**src/rtl/hack_run_controller.sv**
```systemverilog
// Run/halt supervisor for the Hack computer. It holds the CPU in reset for a
// boot interval, then lets it run and counts cycles. It stops the run when it
// sees the end-of-program tight loop, or when the watchdog expires.
module hack_run_controller #(
   parameter int ADDR_W      = 15,
   parameter int CNT_W       = 24,
   parameter int BOOT_CYCLES = 4,
   parameter int HALT_REPEAT = 8,
   parameter int MAX_CYCLES  = 20000
) (
   input  logic              clk,
   input  logic              reset,
   input  logic              start,
   input  logic [ADDR_W-1:0] instr_addr,
   input  logic              ram_store,
   output logic              cpu_reset,
   output logic              running,
   output logic              halted,
   output logic              timed_out,
   output logic [CNT_W-1:0]  cycle_count,
   output logic [ADDR_W-1:0] halt_pc
);

   localparam int BOOT_W = (BOOT_CYCLES > 1) ? $clog2(BOOT_CYCLES) : 1;
   localparam int REP_W  = $clog2(HALT_REPEAT + 1);

   typedef enum logic [2:0] {
      IDLE,
      BOOT,
      RUN,
      HALTED,
      TIMEOUT
   } state_t;

   state_t            state_q, state_d;
   logic [BOOT_W-1:0] boot_cnt_q, boot_cnt_d;
   logic [REP_W-1:0]  rep_cnt_q, rep_cnt_d;
   logic [ADDR_W-1:0] pc_d1_q, pc_d1_d;
   logic [ADDR_W-1:0] pc_d2_q, pc_d2_d;
   logic [1:0]        hist_valid_q, hist_valid_d;
   logic [CNT_W-1:0]  cycle_count_q, cycle_count_d;
   logic [ADDR_W-1:0] halt_pc_q, halt_pc_d;
   logic              cpu_reset_q, cpu_reset_d;
   logic              running_q, running_d;
   logic              halted_q, halted_d;
   logic              timed_out_q, timed_out_d;
   logic              match;

   // Next-state logic: sequencing, loop detection, watchdog and registered status flags.
   always_comb begin
      state_d       = state_q;
      boot_cnt_d    = boot_cnt_q;
      rep_cnt_d     = rep_cnt_q;
      pc_d1_d       = pc_d1_q;
      pc_d2_d       = pc_d2_q;
      hist_valid_d  = hist_valid_q;
      cycle_count_d = cycle_count_q;
      halt_pc_d     = halt_pc_q;

      // A PC that equals the one from two cycles ago, with no store in between,
      // covers both the one-instruction and the two-instruction end loop.
      match = (hist_valid_q == 2'd2) && (instr_addr == pc_d2_q) && !ram_store;

      case (state_q)
         IDLE, HALTED, TIMEOUT: begin
            if (start) begin
               state_d       = BOOT;
               boot_cnt_d    = '0;
               rep_cnt_d     = '0;
               pc_d1_d       = '0;
               pc_d2_d       = '0;
               hist_valid_d  = 2'd0;
               cycle_count_d = '0;
               halt_pc_d     = '0;
            end
         end
         BOOT: begin
            if (boot_cnt_q == BOOT_W'(BOOT_CYCLES - 1)) begin
               state_d = RUN;
            end else begin
               boot_cnt_d = boot_cnt_q + BOOT_W'(1);
            end
         end
         RUN: begin
            cycle_count_d = cycle_count_q + CNT_W'(1);
            pc_d1_d       = instr_addr;
            pc_d2_d       = pc_d1_q;
            hist_valid_d  = (hist_valid_q == 2'd2) ? 2'd2 : hist_valid_q + 2'd1;
            rep_cnt_d     = match ? rep_cnt_q + REP_W'(1) : '0;
            // Halt is checked first so it wins when both land on the same cycle.
            if (match && (rep_cnt_q == REP_W'(HALT_REPEAT - 1))) begin
               state_d   = HALTED;
               halt_pc_d = instr_addr;
            end else if (cycle_count_q == CNT_W'(MAX_CYCLES - 1)) begin
               state_d = TIMEOUT;
            end
         end
         default: begin
            state_d = IDLE;
         end
      endcase

      cpu_reset_d = (state_d != RUN);
      running_d   = (state_d == RUN);
      halted_d    = (state_d == HALTED);
      timed_out_d = (state_d == TIMEOUT);
   end

   // State and datapath registers; reset overrides every state.
   always_ff @(posedge clk) begin
      if (reset) begin
         state_q       <= IDLE;
         boot_cnt_q    <= '0;
         rep_cnt_q     <= '0;
         pc_d1_q       <= '0;
         pc_d2_q       <= '0;
         hist_valid_q  <= 2'd0;
         cycle_count_q <= '0;
         halt_pc_q     <= '0;
         cpu_reset_q   <= 1'b1;
         running_q     <= 1'b0;
         halted_q      <= 1'b0;
         timed_out_q   <= 1'b0;
      end else begin
         state_q       <= state_d;
         boot_cnt_q    <= boot_cnt_d;
         rep_cnt_q     <= rep_cnt_d;
         pc_d1_q       <= pc_d1_d;
         pc_d2_q       <= pc_d2_d;
         hist_valid_q  <= hist_valid_d;
         cycle_count_q <= cycle_count_d;
         halt_pc_q     <= halt_pc_d;
         cpu_reset_q   <= cpu_reset_d;
         running_q     <= running_d;
         halted_q      <= halted_d;
         timed_out_q   <= timed_out_d;
      end
   end

   assign cpu_reset   = cpu_reset_q;
   assign running     = running_q;
   assign halted      = halted_q;
   assign timed_out   = timed_out_q;
   assign cycle_count = cycle_count_q;
   assign halt_pc     = halt_pc_q;

endmodule

```
**config.mk**
```make
export PLATFORM = sky130hd
export DESIGN_NAME = hack_run_controller
export DESIGN_NICKNAME = d
export VERILOG_FILES = /design/src/rtl/hack_run_controller.sv
export SDC_FILE = /design/constraint.sdc
export NUM_CORES = 1
export LEC_CHECK = 0
export ABC_AREA = 0
export CORE_UTILIZATION = 35
export CTS_CLUSTER_DIAMETER = 80
export DETAILED_ROUTE_END_ITERATION = 7
export PLACE_DENSITY_LB_ADDON = 0.25
export SLEW_MARGIN = 20
export SYNTH_ARGS = -nofsm -noshare
export SYNTH_HDL_FRONTEND = slang
export SYNTH_SLANG_ARGS = --single-unit
```
**constraint.sdc**
```tcl
create_clock -name clk -period 5.5 [get_ports clk]
set_clock_uncertainty 0.05 [all_clocks]
set_input_delay 1.1 -clock clk [delete_from_list [all_inputs] [get_ports clk]]
set_output_delay 1.1 -clock clk [all_outputs]
set_load 0.01 [all_outputs]
```
# Yosys cells after proc, flatten, opt, wreduce, memory -nomap -nowiden
# Cells that the tools add are included.
# word_totals
regBits	84
input_bits	19
out_inout_bits	43
elab_cells	63
# classes
n_addsub	4
eq_ne	16
mux	20
n_reduce_logical	11
# op_table
op	count
$pmux 15 s2	3
$pmux 24 s2	1
$mux 15	2
$add 24x1->24 const B	1
$eq 24x15->1 const B	1
$mux 24	1
$eq 15x15->1	1
$eq 3x2->1 const B	4
$mux 3	4
$pmux 3 s3	1
$mux 4	2
$pmux 2 s2	2
$pmux 4 s2	1
$eq 3x3->1 const B	2
$mux 2	3
$ne 2x2->1 const B	3
$reduce_and 3->1	2
$add 2x1->2 const B	2
$add 4x1->4 const B	1
$eq 2x2->1 const B	2
$eq 4x3->1 const B	1
$reduce_bool 2->1	2
$eq 3x1->1 const B	1
$logic_and 1x1->1	3
5 further kinds	5

# Depth between registers and ports, before layout
# logic_depth
ltp_word	7
ltp_mapped	9
mapped_depth_nobuf	7

# Worst setup path after synthesis
# OpenSTA, ideal clock, no wires.
# synth_path
path_type	input to register
startpoint	input instr_addr[6]
endpoint	register halt_pc_q[0] (netlist: halt_pc[0])
setup_ps	125
arrival_time_ps	2571
required_time_ps	5325
path_slack_ps	2755
path_stages	7
n_path_buf	2
path_cell_list	xor2_1 nor4_1 nand4_1 or3_1 buf_2 buf_2 mux2i_1
# synth_between
elab_chain_len	6
# synth_lines
item	line	text
from (decl)	14	input logic [ADDR_W-1:0] instr_addr,
$eq 15x15->1	62	match = (hist_valid_q == 2'd2) && (instr_addr == pc_d2_q) && !ram_store;
$logic_and 1x1->1 (2 in series)	62	
$logic_and 1x1->1	91	if (match && (rep_cnt_q == REP_W'(HALT_REPEAT - 1))) begin
$ne 2x2->1 (no line)	n/a	
$reduce_and 3->1 (no line)	n/a	
to (signal assigned)	132	halt_pc_q <= halt_pc_d;
to (decl)	42	logic [ADDR_W-1:0] halt_pc_q, halt_pc_d;
# Every way passes these cells.
# A chain may end at the register's enable or synchronous reset.

# Worst setup path after layout
# layout_path
startpoint	input instr_addr[12]
endpoint	register cpu_reset_q (netlist: cpu_reset)
# layout_between
elab_chain_len	7
# layout_lines
item	line	text
$eq 15x15->1	62	
$logic_and 1x1->1 (2 in series)	62	
$logic_and 1x1->1	91	
$mux 3	91	
$pmux 3 s3	64	case (state_q)
$ne 3x2->1	103	cpu_reset_d = (state_d != RUN);
to (signal assigned)	133	cpu_reset_q <= cpu_reset_d;
to (decl)	43	logic cpu_reset_q, cpu_reset_d;
# Every way passes these cells.

==> impl_metrics.py <==
metrics = {
    "status": {
        "outcome": "completed",
    },
    "finish": {
        "drive_above_1_share_pct": 6.67,
        "final-instance-count-excl-fill": 650,
        "final_core_util_pct": 44.3,
        "finalNetCount": 529,
        "n_antenna_cell": 0,
        "area_growth_pct": 23.0,
    },
    "clock_tree": {
        "clkSlewWorstSetupHoldPaths_ns": 0.09,
        "cts_resized": 0,
        "post_cts_buffers": 0,
        "cts-root-buf": "clkbuf_8",
        "cts_tree": "built",
        "h-tree-depth": 3,
        "cts.sink_count": 84,
        "clockBufferDepth": 2,
        "cts_hold_buffers": 0,
        "clk_latency_ns": 0.35,
        "cts_buffers": 9,
    },
    "global_route": {
        "grt_overflow": 0,
        "grt_max_degree": 72,
        "grt_pass1_vias": 3135,
        "grtUsageTotal_pct": 16.8,
        "grt_antenna_before_repair": 0,
        "grt_pass1_wl_um": 15500,
    },
    "worst_setup_path": {
        "worstSetupPathType": "input pin to flip-flop",
        "crit_start": "instr_addr[12]",
        "crit_chain": "clkdlybuf4s50_1 > xor2_1 > nor4_1 > nand4_1 > or3_1 > or4b_2",
        "crit_fanout": 20,
        "crit_arrival_ns": 3.63,
        "crit_path_top_delay_cell": "or3_1",
        "cp-end-kind": "flip-flop",
        "startpoint_type": "input pin",
        "crit_required_ns": 5.67,
        "r2r_slack_ns": 2.30,
        "max_stage_delay_ns": 0.82,
        "r2r-start": "state_q[0]$_SDFF_PP0_",
    },
    "place": {
        "dpl.cell_count": 634,
        "port_buffers": 61,
        "dp_hpwl_um": 6270,
        "place.gp.congestion": 0.809,
    },
    "timing": {
        "drv_slew": 0,
        "fin_crit_ns": 3.47,
        "setup_viol": 0,
        "clock.fmax_ghz": 0.289,
        "rsz0062_at_grt": "false",
        "post-route-period-util_pct": 63.0,
        "worst-slew-pin-transition_ns": 1.00,
        "tns_ns": 0,
        "hold_violations": 0,
        "relSlewSlack_pct": 33.2,
        "hold_ws_ns": 0.395,
    },
    "synth": {
        "ys_seq_elements": 84,
        "synth_edf_count": 0,
        "syn_area_per_cell_um2": 8.37,
        "yosysTopAreaCell": "dfxtp_1",
        "yosys.area_share.adder_pct": 1.60,
        "netlist_area_mm2": 0.00390,
        "synth_flop_cell": "dfxtp_1",
        "syn-num-nets": 490,
        "synth_mux_area_share_pct": 5.00,
        "synth_compound_area_share_pct": 12.0,
        "synth_top_area_share_pct": 43.1,
        "synth_top_family_by_area": "simple AND/OR/NAND/NOR gates",
        "netlist_top_cells_count": "84 x dfxtp_1, 51 x a21oi_1, 50 x nand2_1",
        "synth_most_common_cell": "dfxtp_1",
        "synth.distinct_cells": 43,
        "yosysSeqAreaShare_pct": 43.1,
        "yosys_warnings": 0,
        "ys_async_sr_fraction_pct": 0,
        "yosys.area_share.simple_pct": 30.5,
        "yosys.area_share.xor_xnor_pct": 3.37,
        "synth_cells": 466,
        "synthTopCellsByArea": "dfxtp_1 43%, a21oi_1 6.5%, nand3_1 6.3%",
    },
    "worst_hold_path": {
        "min_from": "pc_d1_q[1]$_SDFFE_PP0P_",
        "holdCritPathClass": "flip-flop to flip-flop",
    },
    "drt": {
        "first_pass_iters": 4,
        "wl_per_cell_um": 14.4,
        "vias": 3452,
        "wl_um": 9340,
        "postRouteAntennaNets": 0,
        "drc": 0,
        "vias_per_cell": 5.31,
        "drtIter0Drc": 187,
    },
    "pwr": {
        "ir_worst_vdd_uv": 148,
        "total_power_mw": 1.14,
        "leakage_nw": 1.68,
        "power.density_mw_per_mm2": 237,
    },
    "floorplanning": {
        "die-area_mm2": 0.0116,
        "die_x_um": 108,
        "rows": 38,
        "start_util_pct": 36.0,
        "dieHeight_um": 108,
        "core_mm2": 0.0108,
        "io_pins": 62,
    },
    "job": {
        "cap_violations": 0,
    },
}
-- where the power goes --
| group | total (mW) | internal, mW | switching (mW) |
|---|---|---|---|
| clock network | 0.460 | 0.226 | 0.233 |
| registers | 0.611 | 0.609 | 0.00160 |
| logic | 0.0683 | 0.0259 | 0.0424 |
-- worst max-delay path: cells and delay by family --
family | cells | cell delay, ns
buffers and inverters | 1 | 0.53
xor gates and xnor gates | 1 | 0.22
and+or+nand+nor | 4 | 1.77
-- logic make-up after synthesis --
logic type / Yosys count
adder cells (fa/ha/maj): 5
XOR/XNOR: 15
multiplexers: 19
buffers and inverters: 45
flip-flops: 84
AO/OA/AOI/OAI: 81
AND/OR/NAND/NOR: 217
-- path summary, 6_finish.rpt --
kind	end	cells past startpoint
max	cpu_reset$_SDFF_PP1_	6
min reg2reg	pc_d2_q[1]$_SDFFE_PP0P_	2
max reg2reg	cpu_reset$_SDFF_PP1_	4
min	pc_d2_q[1]$_SDFFE_PP0P_	2
-- cell usage in the layout, fill, tap and decap left out, types with 3 or more instances in the layout --
cell type         n
nand3b_1         18
nor4_1           11
inv_1             7
nor2_1           20
clkbuf_8         10
nor2b_1           3
or3_1            10
nor3_1            4
nand2b_1         19
nor4b_1           3
nand4b_1          9
mux2_2            4
nand4_1           9
clkdlybuf4s50_1  60
nand3_1          49
buf_4             6
mux2i_1          15
nand2_1          50
o31ai_1           5
dfxtp_1          84
ha_1              5
o21ai_0           9
xor2_1           15
a21oi_1          51
-- metal layers --
metal / wire (µm) / GRT usage [%] / vias up / share of wire (%)
met5: 0 / 0 / - / 0
met3: 349 / 3.21 / 5 / 3.7
li1: - / - / 1734 / -
met4: 98 / 4.70 / 0 / 1.0
met1: 4620 / 23.7 / 1647 / 49
met2: 4270 / 25.9 / 66 / 46
-- per-stage QoR --
stage | cell area, µm² | setup WS (ns)
2_1_floorplan | 3900 | 2.75
3_5_place_dp | 4590 | 1.65
6_report | 4800 | 2.03
4_1_cts | 4800 | 2.03
5_1_grt | 4800 | 1.92
3_3_place_gp | 4590 | 1.66
-- registers in the layout, summed over array words and instances, names as in the netlist --
register and cells:
cpu_reset 1, boot_cnt_q 2, rep_cnt_q 4, halt_pc 15, hist_valid_q 2, pc_d1_q 15, pc_d2_q 15, timed_out 1
running 1, state_q 3, cycle_count 24, halted 1
-- layout make-up --
cell class | count | area [µm²]
Fill cell | 1103 | 6040
Multi-Input combinational cell | 337 | 2060
Sequential cell | 84 | 1680
Timing Repair Buffer | 66 | 646
Tap cell | 140 | 175
Clock buffer | 10 | 138
Clock inverter | 6 | 70.1
Inverter | 7 | 26.3
Power figures use the tool's default switching activity.
